`config.mk`:
```
export PLATFORM = sky130hd
export DESIGN_NAME = regfile_alu_pipe_flat
export DESIGN_NICKNAME = d
export VERILOG_FILES = /design/src/rtl/regfile_alu_pipe_if.sv /design/src/rtl/regfile_alu_pipe.sv /design/src/flat_wrapper.sv
export SDC_FILE = /design/constraint.sdc
export NUM_CORES = 2
export LEC_CHECK = 0
export CAP_MARGIN = 20
export CELL_PAD_IN_SITES_DETAIL_PLACEMENT = 1
export CELL_PAD_IN_SITES_GLOBAL_PLACEMENT = 2
export CORE_MARGIN = 2
export CORE_UTILIZATION = 46
export DETAILED_ROUTE_END_ITERATION = 10
export GPL_ROUTABILITY_DRIVEN = 0
export PLACE_DENSITY = 0.84
export SETUP_SLACK_MARGIN = 0.5
export SLEW_MARGIN = 20
export SYNTH_ARGS = -nofsm -noshare
export SYNTH_HDL_FRONTEND = slang
export SYNTH_SLANG_ARGS = --single-unit
```
`constraint.sdc`:
```
create_clock -name clk -period 11 [get_ports clk]
set_input_delay 2.2 -clock clk [delete_from_list [all_inputs] [get_ports clk]]
set_output_delay 2.2 -clock clk [all_outputs]
set_load 0.01 [all_outputs]
```
`src/rtl/regfile_alu_pipe_if.sv`:
```
// Issue/result bus of regfile_alu_pipe.
// The master issues micro-ops and consumes retired results; the slave is the pipeline.
interface regfile_alu_pipe_if #(
    parameter int WIDTH = 32,
    parameter int NREGS = 32
);
    localparam int AW = $clog2(NREGS);

    logic             in_valid;
    logic             in_ready;
    logic [2:0]       in_op;
    logic [AW-1:0]    in_rs1;
    logic [AW-1:0]    in_rs2;
    logic [AW-1:0]    in_rd;
    logic             in_we;
    logic             res_valid;
    logic [WIDTH-1:0] res_data;
    logic [AW-1:0]    res_rd;
    logic             res_zero;

    modport master (
        output in_valid, in_op, in_rs1, in_rs2, in_rd, in_we,
        input  in_ready, res_valid, res_data, res_rd, res_zero
    );

    modport slave (
        input  in_valid, in_op, in_rs1, in_rs2, in_rd, in_we,
        output in_ready, res_valid, res_data, res_rd, res_zero
    );
endinterface

```
`src/rtl/regfile_alu_pipe.sv`:
```
// Register file + ALU as a two-stage issue/execute pipeline.
// Stage X result is forwarded to the operands of the op being issued.
// Optional feature macro: ALU_MUL_EN -- op 011 becomes a WIDTH-cycle
// shift-add multiply; when undefined op 011 returns 0 in one cycle.
module regfile_alu_pipe #(
    parameter int WIDTH = 32,
    parameter int NREGS = 32,
    localparam int AW = $clog2(NREGS)
) (
    input  logic             clk,
    input  logic             rst,
    regfile_alu_pipe_if.slave bus,
    input  logic             dbg_we,
    input  logic [AW-1:0]    dbg_addr,
    input  logic [WIDTH-1:0] dbg_wdata,
    input  logic [AW-1:0]    probe_addr,
    output logic [WIDTH-1:0] probe_data
);
    localparam logic [2:0] OP_AND = 3'b000;
    localparam logic [2:0] OP_OR  = 3'b001;
    localparam logic [2:0] OP_ADD = 3'b010;
    localparam logic [2:0] OP_MUL = 3'b011;
    localparam logic [2:0] OP_SUB = 3'b110;
    localparam logic [2:0] OP_SLT = 3'b111;

    // Stage X state
    logic             x_valid_q, x_valid_d;
    logic [2:0]       x_op_q,    x_op_d;
    logic [WIDTH-1:0] x_a_q,     x_a_d;
    logic [WIDTH-1:0] x_b_q,     x_b_d;
    logic [AW-1:0]    x_rd_q,    x_rd_d;
    logic             x_we_q,    x_we_d;

    // Retire registers
    logic             res_valid_q, res_valid_d;
    logic [WIDTH-1:0] res_data_q,  res_data_d;
    logic [AW-1:0]    res_rd_q,    res_rd_d;
    logic             res_zero_q,  res_zero_d;

    logic             x_done;
    logic [WIDTH-1:0] x_result;
    logic             x_slt;
    logic             accept;
    logic             wb_en;
    logic             fwd_a, fwd_b;
    logic [WIDTH-1:0] op_a, op_b;
    logic [WIDTH-1:0] rf [NREGS];

`ifdef ALU_MUL_EN
    localparam int CW = (WIDTH > 1) ? $clog2(WIDTH) : 1;
    logic [CW-1:0]    mul_cnt_q, mul_cnt_d;
    logic [WIDTH-1:0] x_acc_q,   x_acc_d;
    logic [WIDTH-1:0] mul_step;

    // Partial product for the current multiplier bit (x_b_q shifts right, x_a_q left)
    assign mul_step = x_b_q[0] ? x_a_q : '0;
    // A multiply occupies stage X until its counter reaches the last bit
    assign x_done   = x_valid_q && ((x_op_q != OP_MUL) || (mul_cnt_q == CW'(WIDTH - 1)));
`else
    assign x_done   = x_valid_q;
`endif

    assign bus.in_ready = !x_valid_q || x_done;
    assign accept       = bus.in_valid && bus.in_ready;
    assign wb_en        = x_done && x_we_q && (x_rd_q != '0);

    // Register file: r0 is constant zero, others take pipeline writeback over debug writes
    generate
        for (genvar gi = 0; gi < NREGS; gi++) begin : g_reg
            if (gi == 0) begin : g_zero
                assign rf[gi] = '0;
            end else begin : g_flop
                logic [WIDTH-1:0] reg_q, reg_d;

                // Next value: pipeline result wins a same-edge conflict with a debug write
                always_comb begin
                    reg_d = reg_q;
                    if (dbg_we && (dbg_addr == AW'(gi))) begin
                        reg_d = dbg_wdata;
                    end
                    if (wb_en && (x_rd_q == AW'(gi))) begin
                        reg_d = x_result;
                    end
                end

                // Register storage with synchronous clear
                always_ff @(posedge clk) begin
                    if (rst) begin
                        reg_q <= '0;
                    end else begin
                        reg_q <= reg_d;
                    end
                end

                assign rf[gi] = reg_q;
            end
        end
    endgenerate

    assign probe_data = rf[probe_addr];

    // ALU result of the op held in stage X
    always_comb begin
        x_slt    = $signed(x_a_q) < $signed(x_b_q);
        x_result = '0;
        case (x_op_q)
            OP_AND:  x_result = x_a_q & x_b_q;
            OP_OR:   x_result = x_a_q | x_b_q;
            OP_ADD:  x_result = x_a_q + x_b_q;
            OP_SUB:  x_result = x_a_q - x_b_q;
            OP_SLT:  x_result = {{(WIDTH-1){1'b0}}, x_slt};
`ifdef ALU_MUL_EN
            OP_MUL:  x_result = x_acc_q + mul_step;
`endif
            default: x_result = '0;
        endcase
    end

    // Operand fetch with forwarding from a finishing stage-X op
    always_comb begin
        fwd_a = wb_en && (x_rd_q == bus.in_rs1);
        fwd_b = wb_en && (x_rd_q == bus.in_rs2);
        op_a  = fwd_a ? x_result : rf[bus.in_rs1];
        op_b  = fwd_b ? x_result : rf[bus.in_rs2];
    end

    // Stage X load / multiply iteration / retire bookkeeping
    always_comb begin
        x_valid_d   = x_valid_q;
        x_op_d      = x_op_q;
        x_a_d       = x_a_q;
        x_b_d       = x_b_q;
        x_rd_d      = x_rd_q;
        x_we_d      = x_we_q;
`ifdef ALU_MUL_EN
        mul_cnt_d   = mul_cnt_q;
        x_acc_d     = x_acc_q;
`endif
        res_valid_d = x_done;
        res_data_d  = res_data_q;
        res_rd_d    = res_rd_q;
        res_zero_d  = res_zero_q;

        if (x_done) begin
            res_data_d = x_result;
            res_rd_d   = x_rd_q;
            res_zero_d = (x_result == '0);
        end

        if (accept) begin
            x_valid_d = 1'b1;
            x_op_d    = bus.in_op;
            x_a_d     = op_a;
            x_b_d     = op_b;
            x_rd_d    = bus.in_rd;
            x_we_d    = bus.in_we;
`ifdef ALU_MUL_EN
            mul_cnt_d = '0;
            x_acc_d   = '0;
`endif
        end else if (x_done) begin
            x_valid_d = 1'b0;
`ifdef ALU_MUL_EN
        end else if (x_valid_q) begin
            // One multiplier bit per cycle
            x_acc_d   = x_acc_q + mul_step;
            x_a_d     = x_a_q << 1;
            x_b_d     = x_b_q >> 1;
            mul_cnt_d = mul_cnt_q + 1'b1;
`endif
        end
    end

    // Pipeline state registers; reset drops any in-flight op
    always_ff @(posedge clk) begin
        if (rst) begin
            x_valid_q   <= 1'b0;
            x_op_q      <= '0;
            x_a_q       <= '0;
            x_b_q       <= '0;
            x_rd_q      <= '0;
            x_we_q      <= 1'b0;
`ifdef ALU_MUL_EN
            mul_cnt_q   <= '0;
            x_acc_q     <= '0;
`endif
            res_valid_q <= 1'b0;
            res_data_q  <= '0;
            res_rd_q    <= '0;
            res_zero_q  <= 1'b1;
        end else begin
            x_valid_q   <= x_valid_d;
            x_op_q      <= x_op_d;
            x_a_q       <= x_a_d;
            x_b_q       <= x_b_d;
            x_rd_q      <= x_rd_d;
            x_we_q      <= x_we_d;
`ifdef ALU_MUL_EN
            mul_cnt_q   <= mul_cnt_d;
            x_acc_q     <= x_acc_d;
`endif
            res_valid_q <= res_valid_d;
            res_data_q  <= res_data_d;
            res_rd_q    <= res_rd_d;
            res_zero_q  <= res_zero_d;
        end
    end

    assign bus.res_valid = res_valid_q;
    assign bus.res_data  = res_data_q;
    assign bus.res_rd    = res_rd_q;
    assign bus.res_zero  = res_zero_q;
endmodule

```
`src/flat_wrapper.sv`:
```
// flat-port wrapper written by rule: the top's interface ports become plain ports
module regfile_alu_pipe_flat 
#(
    parameter int WIDTH = 32,
    parameter int NREGS = 32,
    localparam int AW = $clog2(NREGS)
)
  (clk, rst, dbg_we, dbg_addr, dbg_wdata, probe_addr, probe_data, bus_in_valid, bus_in_op, bus_in_rs1, bus_in_rs2, bus_in_rd, bus_in_we, bus_in_ready, bus_res_valid, bus_res_data, bus_res_rd, bus_res_zero);
  regfile_alu_pipe_if #(.WIDTH(WIDTH), .NREGS(NREGS)) bus_i ();
  input  logic clk;
  input  logic rst;
  input  logic dbg_we;
  input  logic [AW-1:0] dbg_addr;
  input  logic [WIDTH-1:0] dbg_wdata;
  input  logic [AW-1:0] probe_addr;
  output logic [WIDTH-1:0] probe_data;
  input wire logic [$bits(bus_i.in_valid)-1:0] bus_in_valid;
  input wire logic [$bits(bus_i.in_op)-1:0] bus_in_op;
  input wire logic [$bits(bus_i.in_rs1)-1:0] bus_in_rs1;
  input wire logic [$bits(bus_i.in_rs2)-1:0] bus_in_rs2;
  input wire logic [$bits(bus_i.in_rd)-1:0] bus_in_rd;
  input wire logic [$bits(bus_i.in_we)-1:0] bus_in_we;
  output wire logic [$bits(bus_i.in_ready)-1:0] bus_in_ready;
  output wire logic [$bits(bus_i.res_valid)-1:0] bus_res_valid;
  output wire logic [$bits(bus_i.res_data)-1:0] bus_res_data;
  output wire logic [$bits(bus_i.res_rd)-1:0] bus_res_rd;
  output wire logic [$bits(bus_i.res_zero)-1:0] bus_res_zero;
  assign bus_i.in_valid = bus_in_valid;
  assign bus_i.in_op = bus_in_op;
  assign bus_i.in_rs1 = bus_in_rs1;
  assign bus_i.in_rs2 = bus_in_rs2;
  assign bus_i.in_rd = bus_in_rd;
  assign bus_i.in_we = bus_in_we;
  assign bus_in_ready = bus_i.in_ready;
  assign bus_res_valid = bus_i.res_valid;
  assign bus_res_data = bus_i.res_data;
  assign bus_res_rd = bus_i.res_rd;
  assign bus_res_zero = bus_i.res_zero;
  regfile_alu_pipe #(.WIDTH(WIDTH), .NREGS(NREGS)) u_core (.clk(clk), .rst(rst), .bus(bus_i), .dbg_we(dbg_we), .dbg_addr(dbg_addr), .dbg_wdata(dbg_wdata), .probe_addr(probe_addr), .probe_data(probe_data));
endmodule
```
======== Word level (Yosys, flattened, before mapping) ========
Cells that the tools add are included.
Widths: inputs -> output; s select.
storage, ports and cells
  bits in registers ....................... 1105
  bits of input ports ..................... 65
  output and inout bits ................... 72
operators by class
  add/sub/neg operators ................... 2
  $lt $le $gt $ge ......................... 4
  equality and inequality tests ........... 68
  multiplexer cells ....................... 75
  bitwise gates (word level) .............. 5
  reduce and logical (&&, ||, !) cells .... 100
operator list
  operator            number
  $mux 32             70
  $bmux 32 s5         3
  $eq 5x5->1 const B  32
  $pmux 32 s5         1
  $eq 5x4->1 const B  16
  $logic_and 1x1->1   66
  $reduce_bool 2->1   31
  $eq 5x3->1 const B  8
  $add 32x32->32      1
  $and 32x32->32      1
  $logic_not 32->1    1
  $lt 32x32->1        1
  $or 32x32->32       1
  $sub 32x32->32      1
  $eq 5x2->1 const B  4
  $ge 6x6->1 const B  3
  $not 5->6           3
  $eq 5x1->1 const B  2
  $eq 5x5->1          2
  $eq 3x3->1 const B  2
  $reduce_bool 5->1   1
  $eq 3x1->1 const B  1
  $eq 3x2->1 const B  1
  $logic_not 3->1     1
  $mux 1              1

======== Logic depth before layout (Yosys ltp) ========
  depth in word-level cells ............... 5
  depth in mapped cells ................... 17

======== Least setup slack after synthesis ========
Ideal clock, no wire load.
  path type ............................... input to output
  start ................................... in probe_addr[0]
  end ..................................... out probe_data[19]
  arrival time ............................ 4.753 ns
  data required time ...................... 8.800 ns
  slack ................................... 4.047 ns
  stages on the path ...................... 6
  path buffers ............................ 3
  cells stage by stage .................... clkbuf_1 -> clkbuf_1 -> buf_1 -> mux4_2 -> mux4_2 -> mux2_2
between the ends
  longest elaborated chain between the ends .. 4
ends and longest elaborated chain
  what                                         RTL line                 source
  from (decl)                                  flat_wrapper.sv:15       input logic [AW-1:0] probe_addr;
  $not 5->6 (not written as such)              regfile_alu_pipe.sv:100  assign probe_data = rf[probe_addr];
  $bmux 32 s5                                  regfile_alu_pipe.sv:100
  $mux 32 (not written as such) (2 in series)  regfile_alu_pipe.sv:100
  to (decl)                                    flat_wrapper.sv:16       output logic [WIDTH-1:0] probe_data;
No other way between the ends. The select of a mux whose other input is x is not followed.

======== Worst setup path after layout ========
  start ................................... in probe_addr[0]
  end ..................................... out probe_data[29]
Same word-level chain as after synthesis.

==> results_dict.tcl <==
set metrics [dict create \
    status "complete, no violations" \
    drt-pass1-iter-count 7 \
    synth_edf_count 0 \
    crit_path_end "probe_data[29]" \
    hold_buffers 0 \
    cts_made_buffers 138 \
    ir_drop_v 0.0001646 \
    start_util_pct 46.27 \
    cts_max_path_buffers 3 \
    startpoint "probe_addr[0]" \
    synth_cells 7537 \
    r2r_start "u_core.x_op_q[0]$_SDFFE_PP0P_" \
    cp_max_fo 60 \
    rrSetupSlack_ns 5.45 \
    p_total_mw 10.43 \
    pin_count 137 \
    portBuffers 135 \
    cts-root-buf "clkbuf_16" \
    cts_tree "built" \
    rsz0062_at_grt "no" \
    power_density_nw_per_um2 123.2 \
    grt_first_pass_wirelength_um 497000 \
    worst_pin_slew_ns 1.243 \
    dpl_cell_area_um2 79690 \
    yosys.area.top_type "dfxtp_1" \
    placed_cells 9078 \
    synthesis.area_um2 77280 \
    seq_area_um2 22130 \
    worst_setup_path_start_kind "primary input" \
    clk_pin_slew_worst_paths_ns 0.05 \
    grt_max_degree 191 \
    r2r_cells 13 \
    synth_cell_type_count 87 \
    skew_ns 0.04679 \
    syn-num-nets 7703 \
    synthTopCellsByCount "nor2_1 (1227), dfxtp_1 (1105), a211oi_1 (1081)" \
    overflow 0 \
    multiInputGateArea_um2 51820 \
    ys_seq_elements 1105 \
    die_w_um 413.9 \
    synth_warnings 0 \
    yosys.cell_count.top_type "nor2_1" \
    period_needed_ns 7.882 \
    area_delta_synth_final_pct 9.502 \
    cts_resized 0 \
    cts_setup_buffers 0 \
    worstPathArrival_ns 5.68 \
    crit_path_end_kind "output pin" \
    wl_um 346200 \
    die_area_um2 171300 \
    cts_htree_levels 4 \
    final_util_pct 50.66 \
    worstSetupPathType "primary input to output pin" \
    max_slew_margin_pct 17.16 \
    setup_viol 0 \
    insertion_delay_ns 0.81 \
    drive_gt1_share_pct 22.12 \
    grt_pass1_vias 69430 \
    async_reset_ff_share_pct 0 \
    synth.avg_cell_area_um2 10.25 \
    drtAntennaViolNets 0 \
    drcViolationCount 0 \
    nets 7183 \
    die_h_um 413.9 \
    grtUsageTotal_pct 39.74 \
    min_period_over_period_pct 71.66 \
    stdcell_area_um2 84630 \
    num_vias 69280 \
    fin_tns_setup_ns 0 \
    core_area_um2 167000 \
    required_ns 8.80 \
    hold_viol 0 \
    min_path_type "register to register" \
    min_from "u_core.bus.res_zero$_SDFFE_PP1P_" \
    antenna_found_initial 31 \
    ys_seq_area_share_pct 28.62 \
    max_cap_viol_count 0 \
    fmax_mhz 126.9 \
    cts_sinks 1105 \
    stdcell_count 9343 \
    rows 150 \
    power.leakage_nw 32.61 \
    synth.area.top_cells "dfxtp_1 (29%), mux4_2 (25%), mux2i_1 (13%)" \
    r2r_end "u_core.bus.res_zero$_SDFFE_PP1P_" \
    synth_top_area_share_pct 28.62 \
    vias_per_cell 7.415 \
    nFillCells 17610 \
    maxSlewViolCount 0 \
    drt_iter0_markers 9396 \
    dp_hpwl_um 201400 \
    avgRoutedWirePerCell_um 37.05 \
    synth_flop_cell "dfxtp_1" \
]
-- critical path: stages --
cell and delay [ns]:
buf_8 0.55, buf_4 0.78, mux4_2 0.60, mux4_2 0.53, mux2_2 0.42, clkdlybuf4s50_1 0.53
-- kinds of logic (layout without fill, tap and decap cells) --
| logic type | after synthesis | in the layout | share of synthesized area (%) |
|---|---|---|---|
| buf+inv | 1065 | 653 | 5.213 |
| xor+xnor | 22 | 22 | 0.2493 |
| simple gates | 1672 | 1672 | 9.000 |
| fa+ha+maj | 101 | 101 | 1.655 |
| mux | 2033 | 2033 | 40.60 |
| compound gates | 1538 | 1538 | 14.65 |
| flops | 1105 | 1105 | 28.62 |
| other cells | 1 | 15 | 0.004852 |
-- cells in the final DEF (no fill, tap or decap), types with 17 or more instances in the layout --
cell             synthesis  routed
nand3_1                 37      24
mux2_2                 176     176
inv_1                  111     111
a21oi_1                107     106
clkbuf_1               789      21
nand2_1                154     122
nor3_1                  64      60
clkbuf_8                 0      35
nand2_4                  0      32
ha_1                    99      99
nand4_1                 17      17
a21o_1                  18      18
nand2b_1                19      17
clkbuf_16                0     142
a211oi_1              1081    1081
mux2i_1                993     992
buf_2                   19      24
nor2_1                1227    1217
o21ai_0                 89      89
clkinv_2                 0      17
a22o_1                  98      98
buf_4                    2     148
dfxtp_1               1105    1102
nor2b_1                 75      67
mux4_2                 864     864
o211ai_1                17      17
clkdlybuf4s50_1          0      94
-- area by class of cell --
class / instances / share of cell area (%)
Tap cell: 2204 / 3.259
Clock inverter: 50 / 0.8605
Multi-Input combinational cell: 5367 / 61.24
Clock buffer: 198 / 4.861
Sequential cell: 1105 / 26.14
Inverter: 114 / 0.5056
Timing Repair Buffer: 291 / 3.093
Antenna cell: 14 / 0.04140
-- flip-flops by register name, summed over array words and instances, names as in the netlist --
signal                 count
u_core.bus.res_zero        1
u_core.bus.res_data       32
u_core.bus.res_valid       1
u_core.x_b_q              32
u_core.x_we_q              1
u_core.x_rd_q              5
u_core.x_a_q              32
u_core.g.g_flop.reg_q    992
u_core.res_valid_d         1
u_core.x_op_q              3
u_core.bus.res_rd          5
-- per-layer routing --
metal	share of wire (%)	global-route usage [%]
met1	38	51.34
met4	6.4	23.01
met3	12	10.88
met5	0.021	0
met2	44	59.72
-- metrics by stage --
stage                     worst slack (ns)  hold WS (ns)
after floorplan                      4.047        0.4695
after global placement               3.137        0.4651
after detailed placement             3.091        0.4550
after CTS                            3.084        0.4740
after global routing                 2.947        0.5067
final                                3.118        0.4708
-- power by group --
group          switching [mW]  internal [mW]  total, mW
clock                    1.99           2.98       4.97
combinational           0.908          0.422       1.33
sequential             0.0665           4.06       4.12
total                    2.97           7.46       10.4
-- how the worst min path moves through the flow --
stage / end / slack, ns / cells after the start
CTS: u_core.bus.res_zero$_SDFFE_PP1P_ / 0.47 / 2
detailed placement: u_core.bus.res_zero$_SDFFE_PP1P_ / 0.45 / 2
floorplan: u_core.x_b_q[30]$_SDFFE_PP0P_ / 0.47 / 2
global route: u_core.bus.res_data[31]$_SDFFE_PP0P_ / 0.51 / 2
finish: u_core.bus.res_zero$_SDFFE_PP1P_ / 0.47 / 2
global placement: u_core.bus.res_zero$_SDFFE_PP1P_ / 0.47 / 2
Power figures use the tool's default switching activity.
